==> config.mk <==
export PLATFORM = sky130hd
export DESIGN_NAME = apu_frame_counter
export DESIGN_NICKNAME = d
export VERILOG_FILES = /design/src/rtl/apu_frame_counter.sv
export SDC_FILE = /design/constraint.sdc
export NUM_CORES = 1
export LEC_CHECK = 0
export CORE_MARGIN = 5
export CORE_UTILIZATION = 62
export DETAILED_ROUTE_END_ITERATION = 8
export GPL_ROUTABILITY_DRIVEN = 0
export GPL_TIMING_DRIVEN = 0
export MAX_ROUTING_LAYER = met4
export PLACE_DENSITY = 0.89
export SETUP_SLACK_MARGIN = 0.2
export SLEW_MARGIN = 0
export SYNTH_ARGS = -nofsm -noshare
export SYNTH_HDL_FRONTEND = slang
export SYNTH_SLANG_ARGS = --single-unit
==> constraint.sdc <==
create_clock -name clk -period 5.2 [get_ports clk]
set_clock_uncertainty 0.1 [all_clocks]
set_input_delay 0.52 -clock clk [delete_from_list [all_inputs] [get_ports clk]]
set_output_delay 0.52 -clock clk [all_outputs]
set_load 0.03 [all_outputs]
==> src/rtl/apu_frame_counter.sv <==
// APU frame sequencer: turns the CPU-cycle enable into quarter/half-frame
// clock-enable pulses and the frame IRQ flag, with delayed $4017 restarts.
module apu_frame_counter #(
  parameter int unsigned STEP1       = 7457,
  parameter int unsigned STEP2       = 14913,
  parameter int unsigned STEP3       = 22371,
  parameter int unsigned STEP4       = 29829,
  parameter int unsigned STEP5       = 37281,
  parameter int unsigned WRITE_DELAY = 3
) (
  input  logic       clk,
  input  logic       rst_l,
  input  logic       cpu_clk_en,
  input  logic       reg_wr,
  input  logic [1:0] reg_wr_data,
  input  logic       status_rd,
  output logic       quarter_frame_en,
  output logic       half_frame_en,
  output logic       frame_irq
);

  localparam int unsigned DLY_W = (WRITE_DELAY < 2) ? 1 : $clog2(WRITE_DELAY + 1);

  localparam logic [15:0]      S1       = 16'(STEP1);
  localparam logic [15:0]      S2       = 16'(STEP2);
  localparam logic [15:0]      S3       = 16'(STEP3);
  localparam logic [15:0]      S4       = 16'(STEP4);
  localparam logic [15:0]      S5       = 16'(STEP5);
  localparam logic [DLY_W-1:0] DLY_LOAD = DLY_W'(WRITE_DELAY);
  localparam logic [DLY_W-1:0] DLY_ONE  = DLY_W'(1);

  typedef enum logic {
    MODE_4STEP = 1'b0,
    MODE_5STEP = 1'b1
  } mode_e;

  logic [15:0]      cyc_cnt_q, cyc_cnt_d;
  mode_e            mode_q, mode_d;
  mode_e            staged_mode_q, staged_mode_d;
  logic             irq_inhibit_q, irq_inhibit_d;
  logic             frame_irq_q, frame_irq_d;
  logic             quarter_q, quarter_d;
  logic             half_q, half_d;
  logic             restart_pend_q, restart_pend_d;
  logic [DLY_W-1:0] delay_q, delay_d;

  logic [15:0]      last_step_s;
  logic             restart_fire_s;
  logic             irq_set_s;
  logic             irq_clr_s;

  // Next-state: restart landing, step decode, $4017 staging and IRQ flag.
  always_comb begin
    cyc_cnt_d      = cyc_cnt_q;
    mode_d         = mode_q;
    staged_mode_d  = staged_mode_q;
    irq_inhibit_d  = irq_inhibit_q;
    restart_pend_d = restart_pend_q;
    delay_d        = delay_q;
    quarter_d      = 1'b0;
    half_d         = 1'b0;
    irq_set_s      = 1'b0;
    last_step_s    = (mode_q == MODE_5STEP) ? S5 : S4;
    // A write in the same cycle re-arms instead of letting the old restart land.
    restart_fire_s = cpu_clk_en && restart_pend_q && !reg_wr && (delay_q == DLY_ONE);

    if (restart_fire_s) begin
      cyc_cnt_d      = 16'd0;
      mode_d         = staged_mode_q;
      restart_pend_d = 1'b0;
      if (staged_mode_q == MODE_5STEP) begin
        quarter_d = 1'b1;
        half_d    = 1'b1;
      end else begin
        quarter_d = 1'b0;
        half_d    = 1'b0;
      end
    end else if (cpu_clk_en) begin
      case (cyc_cnt_q)
        S1, S3: quarter_d = 1'b1;
        S2: begin
          quarter_d = 1'b1;
          half_d    = 1'b1;
        end
        S4: begin
          if (mode_q == MODE_4STEP) begin
            quarter_d = 1'b1;
            half_d    = 1'b1;
            irq_set_s = ~irq_inhibit_q;
          end else begin
            quarter_d = 1'b0;
          end
        end
        S5: begin
          if (mode_q == MODE_5STEP) begin
            quarter_d = 1'b1;
            half_d    = 1'b1;
          end else begin
            quarter_d = 1'b0;
          end
        end
        default: quarter_d = 1'b0;
      endcase
      cyc_cnt_d = (cyc_cnt_q == last_step_s) ? 16'd0 : cyc_cnt_q + 16'd1;
      if (restart_pend_q && !reg_wr) begin
        delay_d = delay_q - DLY_ONE;
      end else begin
        delay_d = delay_q;
      end
    end else begin
      cyc_cnt_d = cyc_cnt_q;
    end

    if (reg_wr) begin
      irq_inhibit_d  = reg_wr_data[0];
      staged_mode_d  = mode_e'(reg_wr_data[1]);
      restart_pend_d = 1'b1;
      delay_d        = DLY_LOAD;
    end else begin
      irq_inhibit_d = irq_inhibit_q;
    end

    irq_clr_s = status_rd | (reg_wr & reg_wr_data[0]);
    if (irq_set_s) begin
      frame_irq_d = 1'b1;
    end else if (irq_clr_s) begin
      frame_irq_d = 1'b0;
    end else begin
      frame_irq_d = frame_irq_q;
    end
  end

  // State and registered outputs.
  always_ff @(posedge clk or negedge rst_l) begin
    if (!rst_l) begin
      cyc_cnt_q      <= 16'd0;
      mode_q         <= MODE_4STEP;
      staged_mode_q  <= MODE_4STEP;
      irq_inhibit_q  <= 1'b0;
      frame_irq_q    <= 1'b0;
      quarter_q      <= 1'b0;
      half_q         <= 1'b0;
      restart_pend_q <= 1'b0;
      delay_q        <= '0;
    end else begin
      cyc_cnt_q      <= cyc_cnt_d;
      mode_q         <= mode_d;
      staged_mode_q  <= staged_mode_d;
      irq_inhibit_q  <= irq_inhibit_d;
      frame_irq_q    <= frame_irq_d;
      quarter_q      <= quarter_d;
      half_q         <= half_d;
      restart_pend_q <= restart_pend_d;
      delay_q        <= delay_d;
    end
  end

  assign quarter_frame_en = quarter_q;
  assign half_frame_en    = half_q;
  assign frame_irq        = frame_irq_q;

endmodule

==> results_tabular.tex <==
\begin{tabular}{lr}
\hline
Metric & Value \\
\hline
\multicolumn{2}{l}{\textbf{Synthesis}} \\
Synth cell count leaders & dfrtp\_1 (25), nand3\_1 (15), nand2\_1 (14) \\
Post-Synthesis Mean Instance Area & 9.407 sq um \\
Synth Warn \# & 0 \\
Net count of the mapped netlist & 174 \\
Post-synthesis async set-or-reset flop share & 100.0\% \\
Sequential share of the synthesized area & 40.55\% \\
Cell Area, Synth & 1543 sq um \\
Post-synth top area cell & dfrtp\_1 \\
Flops \& latches, synth & 25 \\
Flip-flop cell with the highest count after synthesis & dfrtp\_1 \\
Number of instances in the synthesized netlist & 164 \\
Netlist cell types & 42 \\
Area share of the largest cell type after synthesis & 40.55\% \\
Most common cell in the synthesized netlist & dfrtp\_1 \\
Ranking of synthesized cells by area & dfrtp\_1 (41\%), nand3\_1 (4.9\%), nand4\_1 (4.9\%) \\
Number of flops mapped to enable cells by yosys & 0 \\
\multicolumn{2}{l}{\textbf{Timing}} \\
Setup\_tns & 0 ps \\
RSZ-0062 raised after global routing & no \\
Worst slew margin relative to its limit & 27.34\% \\
Final count of negative-setup-slack endpoints & 0 \\
Slew Limit Fails & 0 \\
Clock period minus worst slack & 2139 ps \\
Final hold violation count & 0 \\
FMAX & 467.5 MHz \\
Worst-Margin Slew & 1087 ps \\
Smallest hold slack & 420.1 ps \\
Fraction of the cycle the final worst path needs & 41.14\% \\
\multicolumn{2}{l}{\textbf{Clock network}} \\
Cell at the root of the clock tree & clkbuf\_4 \\
\# hold bufs at CTS & 0 \\
Number of clock buffers inserted by TritonCTS & 3 \\
Buffers from clock root to sink, at most & 2 \\
Latest clock arrival within the worst-skew pair & 340 ps \\
Post-CTS Resized & 0 \\
Number of buffers inserted to repair setup after CTS & 0 \\
Register clock-pin slew on the reported worst setup and hold paths & 140 ps \\
H-tree depth reported by CTS & 1 \\
TritonCTS Sinks & 25 \\
Clock tree from TritonCTS & yes \\
\multicolumn{2}{l}{\textbf{Finish}} \\
Final Core Density & 69.80\% \\
Post-synthesis to final-layout area growth & 10.06\% \\
\# diodes & 0 \\
Final \#Nets & 188 \\
Fraction of final layout cells with drive strength greater than 1 & 10.17\% \\
\multicolumn{2}{l}{\textbf{Route}} \\
Initial DRT Pass Iterations & 4 \\
Total number of vias & 1330 \\
Routed length on met2 & 1.706 mm \\
Met1 Routed Length & 1.521 mm \\
Number of nets with antenna violations after detailed routing & 0 \\
Routed length on met3 & 217 microns \\
Detailed-route DRC error count & 0 \\
Uppermost layer routed & met4 \\
Average routed wire per standard cell & 16.91 microns \\
Aggregate routed wire length & 3.500 mm \\
Drt first-iter violations & 94 \\
DR vias/cell & 6.425 \\
\multicolumn{2}{l}{\textbf{Global routing}} \\
All-Layer GR Usage & 22.81\% \\
Via count of the first global-routing pass & 1311 \\
Number of antenna violations at the first check in global routing & 0 \\
Overall overflow remaining after global route & 0 \\
Global-route wire length before repair & 5.934 mm \\
Pin count of the biggest net entering global routing & 26 \\
\multicolumn{2}{l}{\textbf{Floorplanning}} \\
Effective utilization at floorplan & 63.43\% \\
X dimension of the die & 59.88 microns \\
Die Ht & 59.88 microns \\
Floorplan die area & 3586 sq um \\
Ports placed on the boundary & 10 \\
Placeable core region & 2432 sq um \\
Std cell rows & 18 \\
\multicolumn{2}{l}{\textbf{Flow run}} \\
Count of maximum capacitance violations & 0 \\
\multicolumn{2}{l}{\textbf{Worst setup path}} \\
Largest driver fanout on the critical path & 10 \\
Critical path type & input pin to flop \\
Worst path required time & 5350 ps \\
Kind of launch point of the worst setup path & input pin \\
Critical Path End Type & flop \\
Data arrival at the endpoint of the critical path & 2290 ps \\
\multicolumn{2}{l}{\textbf{Placement}} \\
DPL Wire Length & 2.553 mm \\
Number of I/O port buffers & 9 \\
\multicolumn{2}{l}{\textbf{Power}} \\
P\_leak & 0.6873 nW \\
Pwr per Cell Area & 289.3 nW/um\^{}2 \\
Worst vdd rail ir drop & 0.2070 mV \\
\multicolumn{2}{l}{\textbf{Status}} \\
Status & completed \\
\multicolumn{2}{l}{\textbf{Min path}} \\
Worst min-delay path category & flop to flop \\
\hline
\end{tabular}
-- power breakdown --
part           switching [mW]  total [mW]  internal (mW)
combinational          0.0802       0.139         0.0584
clock                  0.0624      0.0914         0.0290
sequential             0.0367       0.261          0.225
total                   0.179       0.491          0.312
-- final cells by class --
| cell class | count | area, sq um |
|---|---|---|
| inverters | 12 | 45.04 |
| well taps | 30 | 37.54 |
| plain buffers | 11 | 78.83 |
| fillers | 187 | 734.5 |
| clock buffers | 3 | 22.52 |
| clock inverters | 1 | 5.005 |
| flip-flops and latches | 25 | 625.6 |
| multi-input cells | 116 | 793.3 |
| repair buffers | 9 | 90.09 |
-- cells in the final DEF, fill, tap and decap left out, types with 5 or more instances in the layout --
cell             count
o21ai_0              6
nor2b_1              5
nand3_1             15
dfrtp_1             25
nand2b_1             5
inv_1               12
clkdlybuf4s50_1      9
nand4_1             12
nand2_1             14
-- worst max-delay path, stage by stage --
cell and delay (ps):
clkdlybuf4s50_1 630, nand3b_1 170, and2_1 230, clkbuf_1 420
a41oi_1 220, o31ai_2 90
-- worst paths after layout --
kind | cells past startpoint | end | startpoint | slack (ps)
worst max register to register | 6 | cyc_cnt_q[7] | delay_q[0] | 3270
min in group asynchronous | 1 | cyc_cnt_q[15] | rst_l | 650
worst max-delay path | 6 | cyc_cnt_q[7] | reg_wr | 3060
worst min register to register | 2 | frame_irq | frame_irq | 420
worst min-delay path | 2 | frame_irq | frame_irq | 420
max in group asynchronous | 1 | cyc_cnt_q[8] | rst_l | 3690
-- routing by layer --
layer / up-vias / track usage (%)
met5: - / -
met4: 0 / 9.494
met3: 7 / 2.592
met2: 61 / 36.11
met1: 629 / 29.56
li1: 633 / -
-- through the flow --
step                      instance area (sq um)  cells  worst slack (ps)  total power, mW
after floorplan                            1543    164              3499           0.3563
after global placement                     1670    203              2818           0.3883
after detailed placement                   1670    203              2737           0.3993
after CTS                                  1698    207              3086           0.4871
after global routing                       1698    207              2962           0.5176
final                                      1698    207              3061           0.4913
-- sequential cells by signal, summed over array words and instances, names as in the netlist --
register / flops
irq_inhibit_q: 1
cyc_cnt_q: 16
staged_mode_q: 1
restart_pend_q: 1
quarter_frame_en: 1
half_frame_en: 1
delay_q: 2
frame_irq: 1
mode_q: 1
-- kinds of logic after synthesis --
group | Yosys count | synth area share (%)
adder cells (fa/ha/maj) | 3 | 2.433
AND/OR/NAND/NOR | 77 | 29.93
flip-flops | 25 | 40.55
XOR/XNOR | 3 | 1.703
multiplexers | 2 | 1.379
AO/OA/AOI/OAI | 31 | 15.98
buffers and inverters | 23 | 8.028
Note: power is estimated with default switching activity, not from simulation.
